## src/rtl/usb_wishbone_bi.sv

```systemverilog
// Wishbone-style bus bridge that fans one bus request out to the USB host/slave
// sub-blocks as a single strobe, then returns registered read data with one ack.
module usb_wishbone_bi #(
    parameter int FIFO_RD_LAT = 2
) (
    input  logic       busClk,
    input  logic       rst_n,
    input  logic [7:0] address_i,
    input  logic [7:0] dataIn_i,
    output logic [7:0] dataOut_o,
    input  logic       we_i,
    input  logic       strobe_i,
    output logic       ack_o,
    output logic [3:0] address_o,
    output logic [7:0] dataOut_sub,
    output logic       writeEn,
    output logic       strobe_o,
    output logic       hostCtrlSel,
    output logic       hostSlaveMuxSel,
    output logic       hostRxFifoSel,
    output logic       hostTxFifoSel,
    output logic       slaveCtrlSel,
    output logic       slaveRxFifoSel,
    output logic       slaveTxFifoSel,
    input  logic [7:0] hostCtrlData,
    input  logic [7:0] hostSlaveMuxData,
    input  logic [7:0] hostRxFifoData,
    input  logic [7:0] slaveCtrlData,
    input  logic [7:0] slaveRxFifoData
);

    typedef enum logic [2:0] {
        IDLE,
        STROBE,
        WAIT,
        ACK,
        HOLD
    } state_t;

    state_t     state;
    state_t     nextState;
    logic [6:0] sel;
    logic [6:0] selNext;
    logic [1:0] waitCnt;
    logic [7:0] readMux;
    logic       rxRead;

    assign {hostCtrlSel, hostSlaveMuxSel, hostRxFifoSel, hostTxFifoSel,
            slaveCtrlSel, slaveRxFifoSel, slaveTxFifoSel} = sel;

    assign rxRead = !writeEn && (sel[4] || sel[1]);

    always_comb begin
        selNext = 7'b0;
        case (address_i[7:4])
            4'h0: selNext = 7'b1000000;
            4'h1: selNext = 7'b0100000;
            4'h2: selNext = 7'b0010000;
            4'h3: selNext = 7'b0001000;
            4'h4: selNext = 7'b0000100;
            4'h5: selNext = 7'b0000010;
            4'h6: selNext = 7'b0000001;
            default: selNext = 7'b0;
        endcase
    end

    // Tx FIFOs and unmapped regions read back as zero.
    always_comb begin
        readMux = 8'h00;
        unique case (1'b1)
            sel[6]: readMux = hostCtrlData;
            sel[5]: readMux = hostSlaveMuxData;
            sel[4]: readMux = hostRxFifoData;
            sel[2]: readMux = slaveCtrlData;
            sel[1]: readMux = slaveRxFifoData;
            default: readMux = 8'h00;
        endcase
    end

    always_comb begin
        nextState = state;
        case (state)
            IDLE:   if (strobe_i) nextState = STROBE;
            STROBE: nextState = (rxRead && FIFO_RD_LAT > 1) ? WAIT : ACK;
            WAIT:   if (waitCnt == 2'(FIFO_RD_LAT - 2)) nextState = ACK;
            ACK:    nextState = HOLD;
            HOLD:   if (!strobe_i) nextState = IDLE;
            default: nextState = IDLE;
        endcase
    end

    always_ff @(posedge busClk or negedge rst_n) begin
        if (!rst_n) state <= IDLE;
        else        state <= nextState;
    end

    always_ff @(posedge busClk or negedge rst_n) begin
        if (!rst_n) begin
            sel         <= 7'b0;
            writeEn     <= 1'b0;
            strobe_o    <= 1'b0;
            ack_o       <= 1'b0;
            address_o   <= 4'h0;
            dataOut_sub <= 8'h00;
            dataOut_o   <= 8'h00;
            waitCnt     <= 2'd0;
        end else begin
            strobe_o <= 1'b0;
            ack_o    <= 1'b0;
            if (state == IDLE && strobe_i) begin
                address_o   <= address_i[3:0];
                dataOut_sub <= dataIn_i;
                writeEn     <= we_i;
                sel         <= selNext;
                strobe_o    <= 1'b1;
                waitCnt     <= 2'd0;
            end
            if (state == WAIT) waitCnt <= waitCnt + 2'd1;
            // A request withdrawn before ACK still completes, just silently.
            if (nextState == ACK && state != ACK) begin
                ack_o <= strobe_i;
                if (!writeEn) dataOut_o <= readMux;
            end
            if (nextState == HOLD) begin
                sel     <= 7'b0;
                writeEn <= 1'b0;
            end
        end
    end

endmodule

```

## config.mk

```make
export PLATFORM = sky130hd
export DESIGN_NAME = usb_wishbone_bi
export DESIGN_NICKNAME = d
export VERILOG_FILES = /design/src/rtl/usb_wishbone_bi.sv
export SDC_FILE = /design/constraint.sdc
export NUM_CORES = 1
export LEC_CHECK = 0
export BUFFER_PORTS_ARGS = -buffer_cell sky130_fd_sc_hd__buf_2
export CAP_MARGIN = 5
export CORE_MARGIN = 1
export CORE_UTILIZATION = 45
export CTS_BUF_LIST = sky130_fd_sc_hd__clkbuf_16
export DETAILED_ROUTE_END_ITERATION = 12
export PLACE_DENSITY = 0.85
export SLEW_MARGIN = 20
export SYNTH_ARGS = -nofsm -noshare
export SYNTH_HDL_FRONTEND = slang
export SYNTH_SLANG_ARGS = --single-unit
```

## constraint.sdc

```tcl
create_clock -name busClk -period 4 [get_ports busClk]
set_input_delay 0.2 -clock busClk [delete_from_list [all_inputs] [get_ports busClk]]
set_output_delay 0.2 -clock busClk [all_outputs]
set_load 0.02 [all_outputs]
```

==> impl_metrics.csv <==
group,metric,value,unit
power_and_ir_drop,ir_drop,0.0005079,V
clocking,clock-sinks,35,
synthesis,syn_area_per_cell,9.719,um^2
placement,gp_congestion,0.7247,
synthesis,ys_seq_elements,35,
detailed_routing,routedWlPerCell,12.89,um
setup_path,critPathKind,"reg -> reg",
timing,hold_viol,2,
timing,worst_hold_slack,-2.046,ps
clocking,clk_latency,270,ps
synthesis,synth_nets,229,
synthesis,postSynth.asyncResetShare,1.000,
setup_path,cp_top_family,"simple AND/OR/NAND/NOR gates",
clocking,clkTransAtPathRegs,50,ps
setup_path,rr_worst_depth,4,
clocking,cts_tree,"done",
grt,grtUsageMet2,0.3723,
detailed_routing,routed_wl,3854,um
floorplan,die-area,3873,um^2
synthesis,synth_cell_types,28,
timing,setup_violations,0,
clocking,cts_setup_buffers,0,
setup_path,cp.required,4190,ps
timing,drv_slew,0,
timing,fin_skew,2.185,ps
setup_path,cp_slowest_cell,"or4b_4",
timing,tightestPinTransition,750.6,ps
grt,antenna_found_initial,0,
detailed_routing,vias,1542,
timing,post-route-min-period,1850,ps
setup_path,crit_chain,"or4b_4 -> inv_2 -> nand3_1 -> a21oi_1",
clocking,cts_buffers,5,
clocking,htreeDepth,2,
synthesis,synth_flop_cell,"dfrtp_1",
run,max_cap_violations,0,
timing,fin_setup_tns,0,ps
clocking,cts-root-buf,"clkbuf_16",
setup_path,cp-end-kind,"register",
grt,grt_use_met1,0.2521,
grt,grt_busiest_layer,"met2",
status,failed_checks,"negative hold slack",
timing,rsz0062_at_grt,"false",
timing,period_share,0.4626,
worst_hold_path,hp-class,"in -> async",
finish,layout_common_cells,"buf_2 (89), nand2_1 (55), dfrtp_1 (35)",
clocking,ctsResizeCount,0,
floorplan,die_h,62.24,um
floorplan,core.rowCount,21,
setup_path,worstSetupStartpointType,"register",
setup_path,critPathMaxFanout,22,
synthesis,synth_edf_count,0,
finish,antenna_cells,0,
clocking,cts_hold_buf,0,
setup_path,cp.arrival,2040,ps
grt,grtUsageMet3,0.04596,
detailed_routing,drt_iter0_drc,48,
detailed_routing,dr.pass1.iters,4,
grt,grt_max_degree,36,
status,outcome,"finished, violations left",
setup_path,reg2reg_from,"state[1]$_DFF_PN0_",
finish,fin_nets,313,
grt,grt_pass1_vias,1472,
finish,final_common_cell,"buf_2",
placement,dp_hpwl,2851,um
finish,area_growth_syn_to_layout,35.25,%
clocking,cts.path.max_buffers,2,
power_and_ir_drop,p_leak,1.237,nW
detailed_routing,ant_nets,0,
placement,place_area,2072,um^2
floorplan,start_util,0.4780,
setup_path,rrSetupSlack,2150,ps
synthesis,yosysWarnings,0,
power_and_ir_drop,total_power,1.556,mW
grt,track_usage,0.2120,
finish,final_cells,299,
synthesis,syn_inst,168,
power_and_ir_drop,p_per_area,704.4,nW/um^2
setup_path,max_stage_delay,690,ps
timing,max_slew_margin,0.4996,
floorplan,io_pins,90,
placement,dp_cells,291,
detailed_routing,vias_per_cell,5.157,
finish,drive_gt1_frac,0.4150,
setup_path,path_buf_inv,1,
finish,final_area,2208,um^2
floorplan,core,3416,um^2
floorplan,die_w,62.24,um
placement,portBuffers,89,
synthesis,syn_area,1633,um^2
synthesis,ys_seq_area_frac,0.5364,
detailed_routing,drc_errors,0,
setup_path,worstReg2RegEnd,"sel[5]$_DFFE_PN0P_",
timing,fmax,0.5405,GHz
grt,grt_pass1_wl,6341,um
grt,grt-ovfl-total,0,
[how the worst max path moves through the flow]
stage,startpoint,endpoint,slack [ps],cells past startpoint
floorplan,state[0]$_DFF_PN0_,dataOut_o[0]$_DFFE_PN0P_,2480,5
finish,state[1]$_DFF_PN0_,sel[5]$_DFFE_PN0P_,2150,4
detailed placement,state[1]$_DFF_PN0_,sel[5]$_DFFE_PN0P_,2170,4
global route,state[1]$_DFF_PN0_,sel[0]$_DFFE_PN0P_,2010,4
global placement,state[1]$_DFF_PN0_,sel[3]$_DFFE_PN0P_,2210,4
CTS,state[1]$_DFF_PN0_,sel[5]$_DFFE_PN0P_,2150,4
[final cells by class]
type	count	area, um^2
inverter	4	15.01
clock buffer	5	125.1
timing repair buffer	89	445.4
tap	46	57.56
fill	285	1207
sequential	35	875.8
clock inverter	3	11.26
multi-input combinational	117	678.2
[worst register-to-register path: cells and delay by family, from the launching register on]
| family | cells | cell delay (ps) |
|---|---|---|
| flops | 1 | 460 |
| compound gates | 1 | 170 |
| simple gates | 2 | 820 |
| buf+inv | 1 | 320 |
[synth_stat cells (2+ instances only)]
cell / n / area (um^2)
nand2_1: 55 / 206.5
dfrtp_1: 35 / 875.8
mux2_2: 8 / 90.09
a32o_1: 2 / 20.02
inv_1: 3 / 11.26
nor2b_1: 4 / 25.02
buf_6: 2 / 22.52
a22oi_1: 8 / 60.06
a21oi_1: 8 / 40.04
nand3_1: 6 / 30.03
nor2_1: 5 / 18.77
a222oi_1: 8 / 80.08
clkbuf_1: 7 / 26.28
buf_2: 3 / 15.01
[report_power, final]
group,total [mW],internal [mW],switching [mW]
registers,0.586,0.482,0.104
logic,0.623,0.248,0.374
clock network,0.347,0.223,0.124
total,1.56,0.953,0.602
[flip-flops by register name, indices dropped and copies added (netlist names)]
signal,cells
sel,7
dataOut_sub,8
state,3
writeEn,1
dataOut_o,8
address_o,4
ack_o,1
strobe_o,1
waitCnt,2
[cells by family after synthesis]
family / share of synthesized area
AO/OA/AOI/OAI: 0.1418
AND/OR/NAND/NOR: 0.2054
flip-flops: 0.5364
XOR/XNOR: 0.005365
buffers and inverters: 0.04827
adder cells (fa/ha/maj): 0.007662
multiplexers: 0.05517
[metal layers]
layer / part of all wire / routed length [um] / vias up
met1: 0.41 / 1593 / 721
met2: 0.52 / 2009 / 65
li1: - / - / 754
met3: 0.060 / 233 / 2
met4: 0.0044 / 17 / 0
met5: 0 / 0 / -
[stage by stage]
| stage | util | setup WS (ps) |
|---|---|---|
| final | 0.6465 | 2150 |
| after global routing | 0.6465 | 2013 |
| after CTS | 0.6465 | 2146 |
| after detailed placement | 0.6066 | 2167 |
| after global placement | 0.6066 | 2210 |
| after floorplan | - | 2483 |
Power figures use the tool's default switching activity.
